--- config.mk ---
export PLATFORM = sky130hd
export DESIGN_NAME = cascade_stage_sequencer
export DESIGN_NICKNAME = d
export VERILOG_FILES = /design/src/rtl/cascade_stage_sequencer_pkg.sv /design/src/rtl/cascade_stage_sequencer_sat_accumulator.sv /design/src/rtl/cascade_stage_sequencer.sv
export SDC_FILE = /design/constraint.sdc
export NUM_CORES = 1
export LEC_CHECK = 0
export BUFFER_PORTS_ARGS = -buffer_cell sky130_fd_sc_hd__clkbuf_2
export CAP_MARGIN = 40
export CORE_MARGIN = 3
export CORE_UTILIZATION = 25
export DETAILED_ROUTE_END_ITERATION = 8
export GPL_ROUTABILITY_DRIVEN = 0
export GPL_TIMING_DRIVEN = 0
export SLEW_MARGIN = 10
export SYNTH_ARGS = -nofsm -noshare
export SYNTH_HDL_FRONTEND = slang
export SYNTH_SLANG_ARGS = --single-unit
--- constraint.sdc ---
create_clock -name clk -period 2.8 [get_ports clk]
set_input_delay 0.28 -clock clk [delete_from_list [all_inputs] [get_ports clk]]
set_output_delay 0.28 -clock clk [all_outputs]
set_load 0.05 [all_outputs]
--- src/rtl/cascade_stage_sequencer_pkg.sv ---
// Shared types for the Haar cascade sequencer: FSM encoding, datapath width,
// saturation limits and the stage pass test.
package cascade_stage_sequencer_pkg;

   localparam int DW = 16;

   localparam logic signed [DW-1:0] SUM_MAX = {1'b0, {(DW-1){1'b1}}};
   localparam logic signed [DW-1:0] SUM_MIN = {1'b1, {(DW-1){1'b0}}};

   localparam logic [2:0] S_IDLE     = 3'd0;
   localparam logic [2:0] S_STG_RD   = 3'd1;
   localparam logic [2:0] S_STG_WAIT = 3'd2;
   localparam logic [2:0] S_FEAT_RD  = 3'd3;
   localparam logic [2:0] S_WC_WAIT  = 3'd4;
   localparam logic [2:0] S_CHECK    = 3'd5;
   localparam logic [2:0] S_DONE     = 3'd6;

   // A stage passes when its sum reaches the threshold; equality passes.
   function automatic logic stage_pass(input logic signed [DW-1:0] sum,
                                       input logic signed [DW-1:0] thresh);
      return sum >= thresh;
   endfunction

endpackage

--- src/rtl/cascade_stage_sequencer_sat_accumulator.sv ---
// Signed stage-sum register with saturating add; clear wins over add.
// One cycle from add_en to updated sum.
module cascade_stage_sequencer_sat_accumulator
   import cascade_stage_sequencer_pkg::*;
(
   input  logic                 clk,
   input  logic                 rst,
   input  logic                 clear,
   input  logic                 add_en,
   input  logic signed [DW-1:0] din,
   output logic signed [DW-1:0] sum
);

   logic [DW:0]          wide;
   logic signed [DW-1:0] sat;

   // One guard bit: overflow shows as the top two bits disagreeing.
   always_comb begin
      wide = {sum[DW-1], sum} + {din[DW-1], din};
      sat  = wide[DW-1:0];
      if (wide[DW] != wide[DW-1]) begin
         sat = wide[DW] ? SUM_MIN : SUM_MAX;
      end
   end

   always_ff @(posedge clk) begin
      if (rst || clear) begin
         sum <= '0;
      end else if (add_en) begin
         sum <= sat;
      end
   end

endmodule

--- src/rtl/cascade_stage_sequencer.sv ---
// Walks one detection window through the cascade stage table and weak classifier.
// Per stage: 3 + 2*nfeat cycles plus classifier response cycles; start ignored while busy.
module cascade_stage_sequencer
   import cascade_stage_sequencer_pkg::*;
#(
   parameter int NUM_STAGES = 25,
   parameter int STAGE_AW   = 5,
   parameter int FEAT_AW    = 12,
   parameter int WC_TIMEOUT = 15
) (
   input  logic                  clk,
   input  logic                  rst,
   input  logic                  start,
   output logic                  busy,
   output logic                  done,
   output logic                  face_detected,
   output logic [STAGE_AW-1:0]   reject_stage,
   output logic                  error,
   output logic                  stage_rd_en,
   output logic [STAGE_AW-1:0]   stage_addr,
   input  logic [FEAT_AW-1:0]    stage_nfeat,
   input  logic signed [DW-1:0]  stage_thresh,
   output logic                  feat_rd_en,
   output logic [FEAT_AW-1:0]    feat_addr,
   output logic                  wc_load,
   output logic                  wc_abort,
   input  logic                  wc_valid,
   input  logic signed [DW-1:0]  wc_value
);

   localparam int TW = $clog2(WC_TIMEOUT + 1);
   localparam logic [TW-1:0]       TO_LAST    = TW'(WC_TIMEOUT - 1);
   localparam logic [STAGE_AW-1:0] LAST_STAGE = STAGE_AW'(NUM_STAGES - 1);

   logic [2:0]           state;
   logic [STAGE_AW-1:0]  stage_idx;
   logic [FEAT_AW-1:0]   feat_ptr;
   logic [FEAT_AW-1:0]   feat_cnt;
   logic [FEAT_AW-1:0]   nfeat_q;
   logic signed [DW-1:0] thresh_q;
   logic signed [DW-1:0] sum;
   logic [TW-1:0]        timer;
   logic                 acc_clear;
   logic                 acc_add;

   assign busy        = (state != S_IDLE);
   assign done        = (state == S_DONE);
   assign stage_rd_en = (state == S_STG_RD);
   assign feat_rd_en  = (state == S_FEAT_RD);
   assign wc_load     = (state == S_WC_WAIT) && (timer == '0);
   assign wc_abort    = (state == S_IDLE) || (state == S_DONE);
   assign stage_addr  = stage_idx;
   assign feat_addr   = feat_ptr;

   assign acc_clear = (state == S_IDLE) || (state == S_CHECK);
   assign acc_add   = (state == S_WC_WAIT) && wc_valid;

   cascade_stage_sequencer_sat_accumulator u_acc (
      .clk    (clk),
      .rst    (rst),
      .clear  (acc_clear),
      .add_en (acc_add),
      .din    (wc_value),
      .sum    (sum)
   );

   always_ff @(posedge clk) begin
      if (rst) begin
         state         <= S_IDLE;
         stage_idx     <= '0;
         feat_ptr      <= '0;
         feat_cnt      <= '0;
         nfeat_q       <= '0;
         thresh_q      <= '0;
         timer         <= '0;
         face_detected <= 1'b0;
         reject_stage  <= '0;
         error         <= 1'b0;
      end else begin
         case (state)
            S_IDLE: begin
               if (start) begin
                  stage_idx     <= '0;
                  feat_ptr      <= '0;
                  face_detected <= 1'b0;
                  reject_stage  <= '0;
                  error         <= 1'b0;
                  state         <= S_STG_RD;
               end
            end
            S_STG_RD: state <= S_STG_WAIT;
            S_STG_WAIT: begin
               nfeat_q  <= stage_nfeat;
               thresh_q <= stage_thresh;
               feat_cnt <= '0;
               state    <= (stage_nfeat == '0) ? S_CHECK : S_FEAT_RD;
            end
            S_FEAT_RD: begin
               timer <= '0;
               state <= S_WC_WAIT;
            end
            // timer == 0 marks the wc_load cycle, so a result in that cycle counts.
            S_WC_WAIT: begin
               if (wc_valid) begin
                  feat_ptr <= feat_ptr + 1'b1;
                  feat_cnt <= feat_cnt + 1'b1;
                  state    <= (feat_cnt + 1'b1 == nfeat_q) ? S_CHECK : S_FEAT_RD;
               end else if (timer == TO_LAST) begin
                  error         <= 1'b1;
                  face_detected <= 1'b0;
                  reject_stage  <= '0;
                  state         <= S_DONE;
               end else begin
                  timer <= timer + 1'b1;
               end
            end
            S_CHECK: begin
               if (stage_pass(sum, thresh_q)) begin
                  if (stage_idx == LAST_STAGE) begin
                     face_detected <= 1'b1;
                     state         <= S_DONE;
                  end else begin
                     stage_idx <= stage_idx + 1'b1;
                     state     <= S_STG_RD;
                  end
               end else begin
                  face_detected <= 1'b0;
                  reject_stage  <= stage_idx;
                  state         <= S_DONE;
               end
            end
            S_DONE:  state <= S_IDLE;
            default: state <= S_IDLE;
         endcase
      end
   end

endmodule
==> impl_metrics.toml, run 1 <==
[clocking]
cts_tree = "done"
cts_max_path_buffers = 2
cts-buffers-inserted = 9
holdBufCountCts = 0
path_clk_slew_ns = 0.07
cts_root_buffer = "clkbuf_16"
cts_sinks = 87
h-tree-depth = 3
insertion_delay_ns = 0.35

[synth]
syn_area_um2 = 5260
synth_top_area_share_pct = 33.1
async_flop_share_pct = 0
ys_seq_area_share_pct = 33.1
postSynthCellCount = 647
yosys-top-cells-area = "dfxtp_1 (33%), ha_1 (9.3%), nand2_1 (7.9%)"
ys.flop_type = "dfxtp_1"
synth_cell_types = 69
syn_area_per_cell_um2 = 8.13
synth_edf_count = 0
ys_seq_elements = 87
synth_nets = 735
yosysTopAreaCell = "dfxtp_1"
yosys_warnings = 0

[layout]
stdcell_count = 1021
diodes = 0
final_common_cell = "nand2_1"
syn_to_final_growth_pct = 25.1
drive_gt1_share_pct = 20.6
finalCoreUtilization_pct = 32.2
final_cell_mix = "nand2_1 (110), dfxtp_1 (80), clkbuf_2 (77), a21oi_1 (66), nor2_1 (43)"
nets = 834

[flow_run]
drv_cap = 0

[sta]
finalHoldViolCount = 0
fin_skew_ns = 0.00872
setup_viol = 0
timing.final.crit_share_pct = 97.3
slew_violations = 0
final_period_minus_worst_setup_slack_ns = 2.72
max_slew_margin_pct = 44.7
setup_ws_ns = 0.0755
tightest_slew_ns = 0.822
fin_hold_ws_ns = 0.156
max_freq_mhz = 367

[route]
num_vias = 4952
drtIter0Drc = 264
drt-total-wl_mm = 14.8
drc = 0
avgViaCountPerCell = 4.85
firstDrtPassIters = 5
wire_per_inst_um = 14.5
ant_nets = 0

[grt]
grt_max_degree = 15
gr-total-overflow = 0
first_global_vias = 4589
grt_pass1_wl_mm = 23.6
grt_antenna_before_repair = 0
grtUsageTotal_pct = 13.1

[floorplan]
start_util_pct = 25.7
ioPinCount = 78
die_area_um2 = 22800
rows = 52
die_h_um = 151
fp.coreArea_um2 = 20400
die_w_um = 151

[setup_path]
cp_data_arrival_time_ns = 2.99
required_ns = 3.07
crit_fanout = 8
path_class = "reg -> reg"
worstSetupStartpoint = "thresh_q[14]"
r2r-start = "thresh_q[14]"
cp-start-kind = "register"
critical_path.endpoint_type = "register"

[outcome]
status = "completed"

[power_and_ir_drop]
p_leak_uw = 0.00263
vdd_drop_max_v = 0.000251
p_per_area_nw_per_um2 = 502

[place]
dp_slack_ns = -0.138
dp.cells = 993
place.port_buffers = 76
dp_hpwl_mm = 11.4

[min_path]
hold_path.class = "in -> reg"
hold_path.startpoint = "stage_thresh[13]"
-- sequential cells by signal, summed over array words and instances (netlist names) --
signal / count
thresh_q: 16
u_acc.sum: 16
feat_addr: 12
feat_cnt: 12
nfeat_q: 12
reject_stage: 5
stage_addr: 5
timer: 4
state: 3
error: 1
face_detected: 1
-- kinds of logic after synthesis --
family | count (synthesis) | share of synthesized area, %
buffers and inverters | 62 | 4.76
AND/OR/NAND/NOR | 249 | 22.9
XOR/XNOR | 32 | 5.33
flip-flops | 87 | 33.1
adder cells (fa/ha/maj) | 40 | 9.66
AO/OA/AOI/OAI | 174 | 23.5
multiplexers | 3 | 0.690
-- critical path, stage by stage, from the launching register on --
cell	delay [ns]
dfxtp_2	0.33
inv_1	0.04
ha_1	0.30
nand4_1	0.21
nor2_1	0.08
a221o_1	0.40
nor4_4	0.38
o41ai_4	0.12
buf_6	0.15
or4_1	0.49
a21oi_1	0.15
-- report_power, final --
group          switching, µW  internal (µW)  leakage, µW
logic                    326            188      0.00175
registers               17.6           1260     0.000706
clock network            516            989     0.000180
total                    860           2440      0.00263
-- cell type report --
type	count	area, µm²
Fill cell	2208	13900
Inverter	32	120
Clock buffer	11	243
Buffer	30	135
Clock inverter	5	129
Timing Repair Buffer	88	474
Tap cell	270	338
Sequential cell	87	1750
Multi-Input combinational cell	498	3390
-- what timing repair did --
action                     4_1_cts  5_1_grt
setup endpoints to repair       19       30
gates resized for setup          2       28
buffers inserted                 1       12
pin swaps                        4       12
-- stage by stage --
stage,area (µm²),setup TNS [ns],power [µW]
2_1_floorplan,5260,0,1600
3_3_place_gp,5980,-1.25,1740
3_5_place_dp,5980,-1.43,1740
4_1_cts,6370,0,3250
5_1_grt,6580,-0.0350,3440
6_report,6580,0,3300
-- Yosys cell counts, types with 5 or more instances --
master,instances
o211ai_2,11
a31oi_1,9
nand3_1,14
nand2_1,110
xor2_1,18
clkbuf_1,24
nor4_1,5
nor3_1,17
a21o_1,7
o21ai_0,23
o211ai_1,7
inv_1,32
a21oi_1,68
xnor2_1,14
a32o_1,5
ha_1,39
dfxtp_1,87
o31ai_1,6
nor2_1,43
and3_1,12
or3_1,6
nand4_1,9
and2_1,6
-- path summary, 6_finish.rpt --
path                    to  slack [ns]  depth (start not counted)
max          stage_addr[4]        0.08                         10
min reg2reg    thresh_q[2]        0.46                          2
min           thresh_q[13]        0.16                          3
max reg2reg  stage_addr[4]        0.08                         10
-- per-layer routing --
metal	routed length, µm	vias up	GRT usage [%]
met4	114	0	2.45
met3	889	8	3.50
met2	6770	116	20.2
met1	7050	2308	18.5
li1	-	2520	-
met5	0	-	0
Power figures use the tool's default switching activity.
==> run 2: changes to the inputs <==
Settings changed: BUFFER_PORTS_ARGS -buffer_cell sky130_fd_sc_hd__clkbuf_2 to unset, DONT_BUFFER_PORTS set to 1.
==> impl_metrics.toml, run 2 (synthesis results as in run 1) <==
[grt]
grt_max_degree = 15
grt_pass1_wl_mm = 22.8
gr-total-overflow = 0
grt_antenna_before_repair = 0
first_global_vias = 4266
grtUsageTotal_pct = 12.8

[min_path]
hold_path.class = "in -> reg"

[floorplan]
die_area_um2 = 22800
start_util_pct = 25.7
ioPinCount = 78
die_w_um = 151
fp.coreArea_um2 = 20400
rows = 52
die_h_um = 151

[sta]
setup_ws_ns = 0.0175
max_slew_margin_pct = 45.2
grt_setup_unrepaired = "true"
finalHoldViolCount = 0
setup_viol = 0
finalSetupTns_ns = 0
tightest_slew_ns = 0.822
slew_violations = 0
timing.final.crit_share_pct = 99.4
max_freq_mhz = 359
fin_skew_ns = 0.0100
final_period_minus_worst_setup_slack_ns = 2.78

[route]
firstDrtPassIters = 6
drt-total-wl_mm = 14.7
drc = 0
ant_nets = 0
wire_per_inst_um = 15.7
avgViaCountPerCell = 4.95
num_vias = 4655
drtIter0Drc = 255

[setup_path]
cp-start-kind = "register"
required_ns = 3.05
crit_fanout = 8
cp_data_arrival_time_ns = 3.03
path_class = "reg -> reg"
critical_path.endpoint_type = "register"

[power_and_ir_drop]
vdd_drop_max_v = 0.000215
p_leak_uw = 0.00225
p_per_area_nw_per_um2 = 497
power_uw = 3010

[place]
dp_slack_ns = -0.0741
dp_hpwl_mm = 11.3
dp.cells = 921
place.port_buffers = 0

[outcome]
status = "completed"

[flow_run]
drv_cap = 0

[clocking]
insertion_delay_ns = 0.35
cts_tree = "done"
holdBufCountCts = 0
cts_root_buffer = "clkbuf_16"
path_clk_slew_ns = 0.06
cts-buffers-inserted = 9
h-tree-depth = 3
cts_max_path_buffers = 2
cts_sinks = 87

[layout]
diodes = 0
final_common_cell = "nand2_1"
syn_to_final_growth_pct = 15.0
final_cell_mix = "nand2_1 (110), dfxtp_1 (86), a21oi_1 (66), nor2_1 (43), ha_1 (36)"
nets = 753
fill_cells = 2158
stdcell_count = 940
largestRegisters = "thresh_q x16, u_acc.sum x16"
drive_gt1_share_pct = 9.55
-- run 2: cell count changes in the layout (fill, tap and decap cells not counted), sizes merged --
| cell | change |
|---|---|
| bufinv | -2 |
| clkbuf | -77 |
| buf | -4 |
| inv | +1 |
| clkinvlp | +1 |
-- run 2: path summary, 6_finish.rpt --
| check | startpoint | end | slack (ns) | cells past startpoint |
|---|---|---|---|---|
| setup / recovery | thresh_q[10] | stage_addr[1] | 0.02 | 9 |
| hold / removal | stage_thresh[3] | thresh_q[3] | 0.06 | 2 |
| setup reg to reg | thresh_q[10] | stage_addr[1] | 0.02 | 9 |
| hold reg to reg | thresh_q[2] | thresh_q[2] | 0.45 | 2 |
-- run 2: critical path, cell delays in order (launching register included) --
cell     delay (ns)
dfxtp_1        0.34
inv_1          0.05
ha_1           0.30
nand4_1        0.26
nor2_1         0.07
a221o_1        0.40
o31a_1         0.34
o41ai_4        0.61
nor2_2         0.08
o32ai_1        0.23
-- run 2: metrics by stage --
step / utilization, % / hold WS, ns / cell area, µm²
6_report: 29.6 / 0.0592 / 6040
5_1_grt: 29.6 / 0.0448 / 6040
4_1_cts: 29.3 / 0.0418 / 5980
3_5_place_dp: 27.6 / 0.424 / 5640
3_3_place_gp: 27.4 / 0.420 / 5600
2_1_floorplan: - / 0.416 / 5260
-- run 2: timing repair --
item | in CTS | in global routing
gates cloned | 0 | 0
pin swaps | 4 | 10
setup endpoints to repair | 19 | 27
setup buffers | 2 | 3
resized for setup | 2 | 12
-- run 2: layout make-up --
cell class / instances / area, µm² / share of cell area, %
multi-input cells: 498 / 3330 / 55.2
flip-flops and latches: 87 / 1740 / 28.8
well taps: 270 / 338 / 5.59
clock buffers: 11 / 233 / 3.85
plain buffers: 29 / 131 / 2.17
inverters: 32 / 120 / 1.99
clock inverters: 5 / 81.3 / 1.35
repair buffers: 8 / 63.8 / 1.06
-- run 2: metal layers --
| metal | vias to the layer above | wire length [µm] | share of wire, % | GRT usage (%) |
|---|---|---|---|---|
| met1 | 2194 | 6910 | 47 | 17.0 |
| met3 | 11 | 1180 | 8.0 | 5.42 |
| li1 | 2356 | - | - | - |
| met4 | 0 | 181 | 1.2 | 3.17 |
| met5 | - | 0 | 0 | 0 |
| met2 | 94 | 6460 | 44 | 19.2 |
-- run 2: power by group --
part | switching [µW] | leakage (µW) | internal [µW]
Sequential | 18.1 | 0.000703 | 1260
Combinational | 287 | 0.00139 | 131
Clock | 523 | 0.000150 | 785
Total | 828 | 0.00225 | 2180
